**config.mk**
```make
export PLATFORM = sky130hd
export DESIGN_NAME = memory_access_ctrl
export DESIGN_NICKNAME = d
export VERILOG_FILES = /design/src/rtl/mem_ctrl_pkg.sv /design/src/rtl/mem_addr_decoder.sv /design/src/rtl/memory_access_ctrl.sv
export SDC_FILE = /design/constraint.sdc
export NUM_CORES = 1
export LEC_CHECK = 0
export ABC_AREA = 1
export BUFFER_PORTS_ARGS = -buffer_cell sky130_fd_sc_hd__buf_2
export CORE_AREA = 5 5 143 145
export CTS_CLUSTER_DIAMETER = 120
export DETAILED_ROUTE_END_ITERATION = 8
export DIE_AREA = 0 0 148 150
export GPL_TIMING_DRIVEN = 0
export HOLD_SLACK_MARGIN = 0.1
export REMOVE_ABC_BUFFERS = 1
export SYNTH_ARGS = -nofsm -noshare
export SYNTH_HDL_FRONTEND = slang
export SYNTH_HIERARCHICAL = 1
export SYNTH_SLANG_ARGS = --single-unit
```
**constraint.sdc**
```tcl
create_clock -name clk -period 3.04 [get_ports clk]
set_clock_uncertainty 0.1 [all_clocks]
set_input_delay 0.304 -clock clk [delete_from_list [all_inputs] [get_ports clk]]
set_output_delay 0.304 -clock clk [all_outputs]
set_load 0.01 [all_outputs]
```
**src/rtl/mem_ctrl_pkg.sv**
```systemverilog
// Shared types and helpers for the memory access controller and its address decoder.
package mem_ctrl_pkg;

  typedef enum logic [1:0] {
    IDLE  = 2'd0,
    WRITE = 2'd1,
    READ  = 2'd2,
    RESP  = 2'd3
  } state_t;

  localparam int WORD_W = 32;

  function automatic int word_offset(input int idx);
    return idx * WORD_W;
  endfunction

endpackage

```
**src/rtl/mem_addr_decoder.sv**
```systemverilog
// Combinational word-index decode: one-hot select plus an in-range flag.
module mem_addr_decoder #(
  parameter int DEPTH  = 8,
  parameter int ADDR_W = 8
) (
  input  logic [ADDR_W-1:0] addr,
  output logic [DEPTH-1:0]  onehot,
  output logic              in_range
);

  always_comb begin
    onehot   = '0;
    // Extra MSB keeps the compare exact when DEPTH == 2**ADDR_W.
    in_range = ({1'b0, addr} < (ADDR_W+1)'(DEPTH));
    for (int i = 0; i < DEPTH; i++) begin
      if (addr == ADDR_W'(i)) onehot[i] = 1'b1;
    end
  end

endmodule

```
**src/rtl/memory_access_ctrl.sv**
```systemverilog
// Request/response front-end for a bank of 32-bit memory words: one transaction
// at a time, registered one-hot write enables and a registered read response.
module memory_access_ctrl
  import mem_ctrl_pkg::*;
#(
  parameter int DEPTH  = 8,
  parameter int ADDR_W = 8,
  parameter int DATA_W = 32
) (
  input  logic                    clk,
  input  logic                    reset,
  input  logic                    req_valid,
  output logic                    req_ready,
  input  logic                    req_write,
  input  logic [ADDR_W-1:0]       req_addr,
  input  logic [DATA_W-1:0]       req_wdata,
  output logic                    rsp_valid,
  input  logic                    rsp_ready,
  output logic [DATA_W-1:0]       rsp_rdata,
  output logic                    rsp_err,
  output logic [DEPTH-1:0]        word_en,
  output logic [DATA_W-1:0]       word_d,
  input  logic [DEPTH*DATA_W-1:0] word_q
);

  localparam int IDX_W = (DEPTH > 1) ? $clog2(DEPTH) : 1;

  state_t             r_state, w_nxt_state;
  logic [IDX_W-1:0]   r_idx, w_nxt_idx;
  logic               r_req_ready, w_nxt_req_ready;
  logic               r_rsp_valid, w_nxt_rsp_valid;
  logic [DATA_W-1:0]  r_rsp_rdata, w_nxt_rsp_rdata;
  logic               r_rsp_err, w_nxt_rsp_err;
  logic [DEPTH-1:0]   r_word_en, w_nxt_word_en;
  logic [DATA_W-1:0]  r_word_d, w_nxt_word_d;

  logic [DEPTH-1:0]   w_onehot;
  logic               w_in_range;
  logic [DATA_W-1:0]  w_words [DEPTH];

  mem_addr_decoder #(
    .DEPTH  (DEPTH),
    .ADDR_W (ADDR_W)
  ) u_dec (
    .addr     (req_addr),
    .onehot   (w_onehot),
    .in_range (w_in_range)
  );

  for (genvar g = 0; g < DEPTH; g++) begin : g_words
    assign w_words[g] = word_q[word_offset(g) +: WORD_W];
  end

  always_ff @(posedge clk or posedge reset) begin
    if (reset) begin
      r_state     <= IDLE;
      r_idx       <= '0;
      r_req_ready <= 1'b1;
      r_rsp_valid <= 1'b0;
      r_rsp_rdata <= '0;
      r_rsp_err   <= 1'b0;
      r_word_en   <= '0;
      r_word_d    <= '0;
    end else begin
      r_state     <= w_nxt_state;
      r_idx       <= w_nxt_idx;
      r_req_ready <= w_nxt_req_ready;
      r_rsp_valid <= w_nxt_rsp_valid;
      r_rsp_rdata <= w_nxt_rsp_rdata;
      r_rsp_err   <= w_nxt_rsp_err;
      r_word_en   <= w_nxt_word_en;
      r_word_d    <= w_nxt_word_d;
    end
  end

  // Next-state and next-output values; every output is taken from a register.
  always_comb begin
    w_nxt_state     = r_state;
    w_nxt_idx       = r_idx;
    w_nxt_req_ready = r_req_ready;
    w_nxt_rsp_valid = r_rsp_valid;
    w_nxt_rsp_rdata = r_rsp_rdata;
    w_nxt_rsp_err   = r_rsp_err;
    w_nxt_word_en   = '0;
    w_nxt_word_d    = r_word_d;
    case (r_state)
      IDLE: begin
        if (req_valid) begin
          w_nxt_idx       = req_addr[IDX_W-1:0];
          w_nxt_req_ready = 1'b0;
          if (!w_in_range) begin
            w_nxt_state     = RESP;
            w_nxt_rsp_valid = 1'b1;
            w_nxt_rsp_rdata = '0;
            w_nxt_rsp_err   = 1'b1;
          end else if (req_write) begin
            w_nxt_state   = WRITE;
            w_nxt_word_en = w_onehot;
            w_nxt_word_d  = req_wdata;
          end else begin
            w_nxt_state = READ;
          end
        end
      end
      WRITE: begin
        w_nxt_state     = RESP;
        w_nxt_rsp_valid = 1'b1;
        w_nxt_rsp_rdata = '0;
        w_nxt_rsp_err   = 1'b0;
      end
      READ: begin
        w_nxt_state     = RESP;
        w_nxt_rsp_valid = 1'b1;
        w_nxt_rsp_rdata = w_words[r_idx];
        w_nxt_rsp_err   = 1'b0;
      end
      RESP: begin
        if (rsp_ready) begin
          w_nxt_state     = IDLE;
          w_nxt_rsp_valid = 1'b0;
          w_nxt_rsp_rdata = '0;
          w_nxt_rsp_err   = 1'b0;
          w_nxt_req_ready = 1'b1;
        end
      end
      default: w_nxt_state = IDLE;
    endcase
  end

  assign req_ready = r_req_ready;
  assign rsp_valid = r_rsp_valid;
  assign rsp_rdata = r_rsp_rdata;
  assign rsp_err   = r_rsp_err;
  assign word_en   = r_word_en;
  assign word_d    = r_word_d;

endmodule

```
==> results.toml <==
[outcome]
outcome = "completed"

[power]
seqPwrFrac = 0.276
p_sw_frac = 0.471
p_per_area_nw_per_um2 = 664
p_switching_uw = 2790
p_leak_uw = 0.00583
combPwrFrac = 0.533
ir_drop_uv = 360
intPower_uw = 3130
clkPwrFrac = 0.190

[job]
drv_cap = 0

[route]
vias = 7694
drtIter0Drc = 243
first_pass_iters = 5
via_per_inst = 4.52
drc = 0
routed_wl_mm = 24.3
ant_nets = 0
wl_per_cell_um = 14.2

[final_layout]
diodes = 0
final_cells = 1704
fin_util = 0.467
drive_gt1_frac = 0.282
area_growth_pct = 42.4
fin_nets = 1767
nFillCells = 2089
multi_input_area_um2 = 3130
regArea_um2 = 2010

[place]
dp_hpwl_mm = 17.3
place_inst = 1654
gp_congestion = 0.816
io_buffers = 375

[clocking]
cts_buffer_depth = 2
clock-sinks = 80
cts_root_buf = "clkbuf_16"
cts_tree = "done"
clk_pin_slew_ns = 0.06
cts_setup_buffers = 0
clk-insertion-delay-late_ns = 0.33
cts_made_buffers = 9
htreeDepth = 3

[critical_path]
start_kind = "flop"
rr_startpoint = "r_state[0]"
r2r_end = "word_d[28]"
worst-path-stages = 7
path_class = "flop to flop"
cp.arrival_ns = 2.70
crit_path_top_delay_cell = "nor2_4"
crit_chain = "inv_1 > ha_1 > nand2_2 > nor2_4 > inv_2 > nand2_1 > nand2_1"
reg2reg_depth = 7
cp_top_family = "simple AND/OR/NAND/NOR gates"
crit_fanout = 40
cp_num_buf_inv = 2
crit_path_max_incr_delay_ns = 0.62
ff2ff_setup_slack_ns = 0.47
crit_required_ns = 3.17
path_common_cell = "nand2_1"
endpoint_kind = "flop"

[sta]
rsz0062_at_grt = "no"
max_freq_mhz = 389
drv_slew = 0
worst_pin_slew_ns = 0.807
relSlewSlack = 0.462
fin_crit_sh = 0.845
hold_viol_final = 0
period_needed_ns = 2.57
setup_viol = 0

[synth]
synth_top_area_frac = 0.316
yosysWarnings = 6
ys_types = 21
synth_mux_area_frac = 0
ys_seq_area_frac = 0.321
synth_top_family_by_area = "simple AND/OR/NAND/NOR gates"
synth_area_um2 = 6250
avgSynthCellArea_um2 = 5.69
synth_compound_area_frac = 0.00781
synth_top_cell_by_area = "dfrtp_1"
synth.area.top_cells = "dfrtp_1 32%, nand2_1 30%, nand3_1 15%"
synthAdderAreaFrac = 0.0100
synth_xor_xnor_area_share = 0
synth_seq_cells = 80
yosys.area_share.simple = 0.481
synthCells = 1098

[floorplan]
die_y_um = 150
num_io_pins = 376
design.die.area_um2 = 22200
rows = 51
die_w_um = 148
fp.coreArea_um2 = 19100
initial_core_util = 0.328

[global_route]
grt_use_met3 = 0.0618
overflow = 0
grt_max_degree = 78
use_met1 = 0.244
use_met2 = 0.377
grt.busiest_layer = "met2"
grtUsageTotal = 0.209
grt_pass1_vias = 7357
grt_pass1_wl_mm = 37.3
grt_antenna_before_repair = 0

[hold_path]
min_path_cells = 3
hold_class = "input port to flop"
hold_start = "req_wdata[16]"
holdPathEnd = "word_d[16]"
## worst max-delay path by stage
stage          startpoint             to  slack [ns]
2_1_floorplan    r_idx[0]   rsp_rdata[0]       -1.33
3_3_place_gp     r_idx[0]  rsp_rdata[28]       -4.21
3_5_place_dp   r_state[1]  rsp_rdata[29]        0.15
4_1_cts        r_state[1]  rsp_rdata[29]        0.14
5_1_grt        r_state[0]     word_d[10]        0.22
6_report       r_state[0]     word_d[28]        0.47
## placed cells by master (no fill, tap or decap)
cell type / instances
nor2_4: 3
a21oi_1: 3
inv_2: 2
ha_1: 5
inv_4: 2
dfrtp_4: 1
inv_8: 1
nand3_4: 1
nand3_1: 193
nor2_1: 27
inv_6: 2
o31ai_1: 1
dfrtp_1: 76
clkbuf_16: 9
dfstp_2: 1
clkinv_2: 1
dlygate4sd3_1: 32
bufinv_16: 1
nor2_2: 2
clkinvlp_4: 2
nand2_1: 499
dfrtp_2: 2
buf_16: 4
o21ai_0: 4
nand2_2: 2
inv_1: 211
clkinv_1: 1
buf_2: 375
o22ai_1: 1
buf_12: 2
## cell usage after synthesis
cell and instances:
buf_6 3, buf_4 2, buf_1 4, inv_2 2, o22ai_1 1, a21oi_1 3
dfstp_2 1, nand3_1 193, ha_1 5, nand3_4 1, clkbuf_1 8, nor2_2 2
o21ai_0 4, nand2_2 2, nor2_1 27, o31ai_1 1, nand2_1 499, buf_2 45
dfrtp_1 79, nor2_4 2, inv_1 214
## what timing repair did
item                                   4_1_cts  5_1_grt
hold buffers                                32        0
resized for setup                            0        1
setup endpoints to repair                    0        4
endpoints found under the hold margin       54        0
## layer usage
metal  part of all wire  up-vias
met3              0.088       26
met1               0.40     3434
met5                  0        -
met2               0.50      261
met4              0.013        0
li1                   -     3973
## worst register-to-register path, stage by stage (launching register included)
cell     delay [ns]
dfrtp_1        0.42
inv_1          0.12
ha_1           0.28
nand2_2        0.17
nor2_4         0.62
inv_2          0.51
nand2_1        0.19
nand2_1        0.06
## layout make-up
type	instances	area share
clock inverters	7	0.00885
multi-input cells	741	0.351
repair buffers	413	0.264
flip-flops and latches	80	0.226
inverters	216	0.0916
well taps	238	0.0335
clock buffers	9	0.0253
## cells by family after synthesis
group	count (synthesis)
adder cells (fa/ha/maj)	5
buffers and inverters	278
AND/OR/NAND/NOR	726
flip-flops	80
AO/OA/AOI/OAI	9
## power by group through the flow
| stage | Sequential [uW] | Combinational [uW] | Clock [uW] |
|---|---|---|---|
| detailed placement | 1650 | 3100 | 0 |
| floorplan | 1730 | 1840 | 0 |
| global route | 1690 | 3610 | 1210 |
| CTS | 1640 | 3140 | 1160 |
| finish | 1630 | 3150 | 1130 |
| global placement | 1830 | 2970 | 0 |
## through the flow
step	cell area (um^2)	total power [uW]	worst slack, ns	TNS [ns]	hold WS (ns)
after global placement	8110	4790	-4.21	-187.63	0.351
after CTS	8860	5940	0.144	0	0.107
after floorplan	5930	3560	-1.33	-43.55	0.318
after global routing	8900	6500	0.222	0	0.119
after detailed placement	8240	4760	0.154	0	0.216
final	8900	5910	0.470	0	0.109
## sequential cells by signal, summed over array words and instances (netlist names)
signal / cells
word_en: 8
r_state: 2
rsp_valid: 1
word_d: 32
rsp_err: 1
rsp_rdata: 32
r_idx: 3
req_ready: 1
Note: power is estimated with default switching activity, not from simulation.
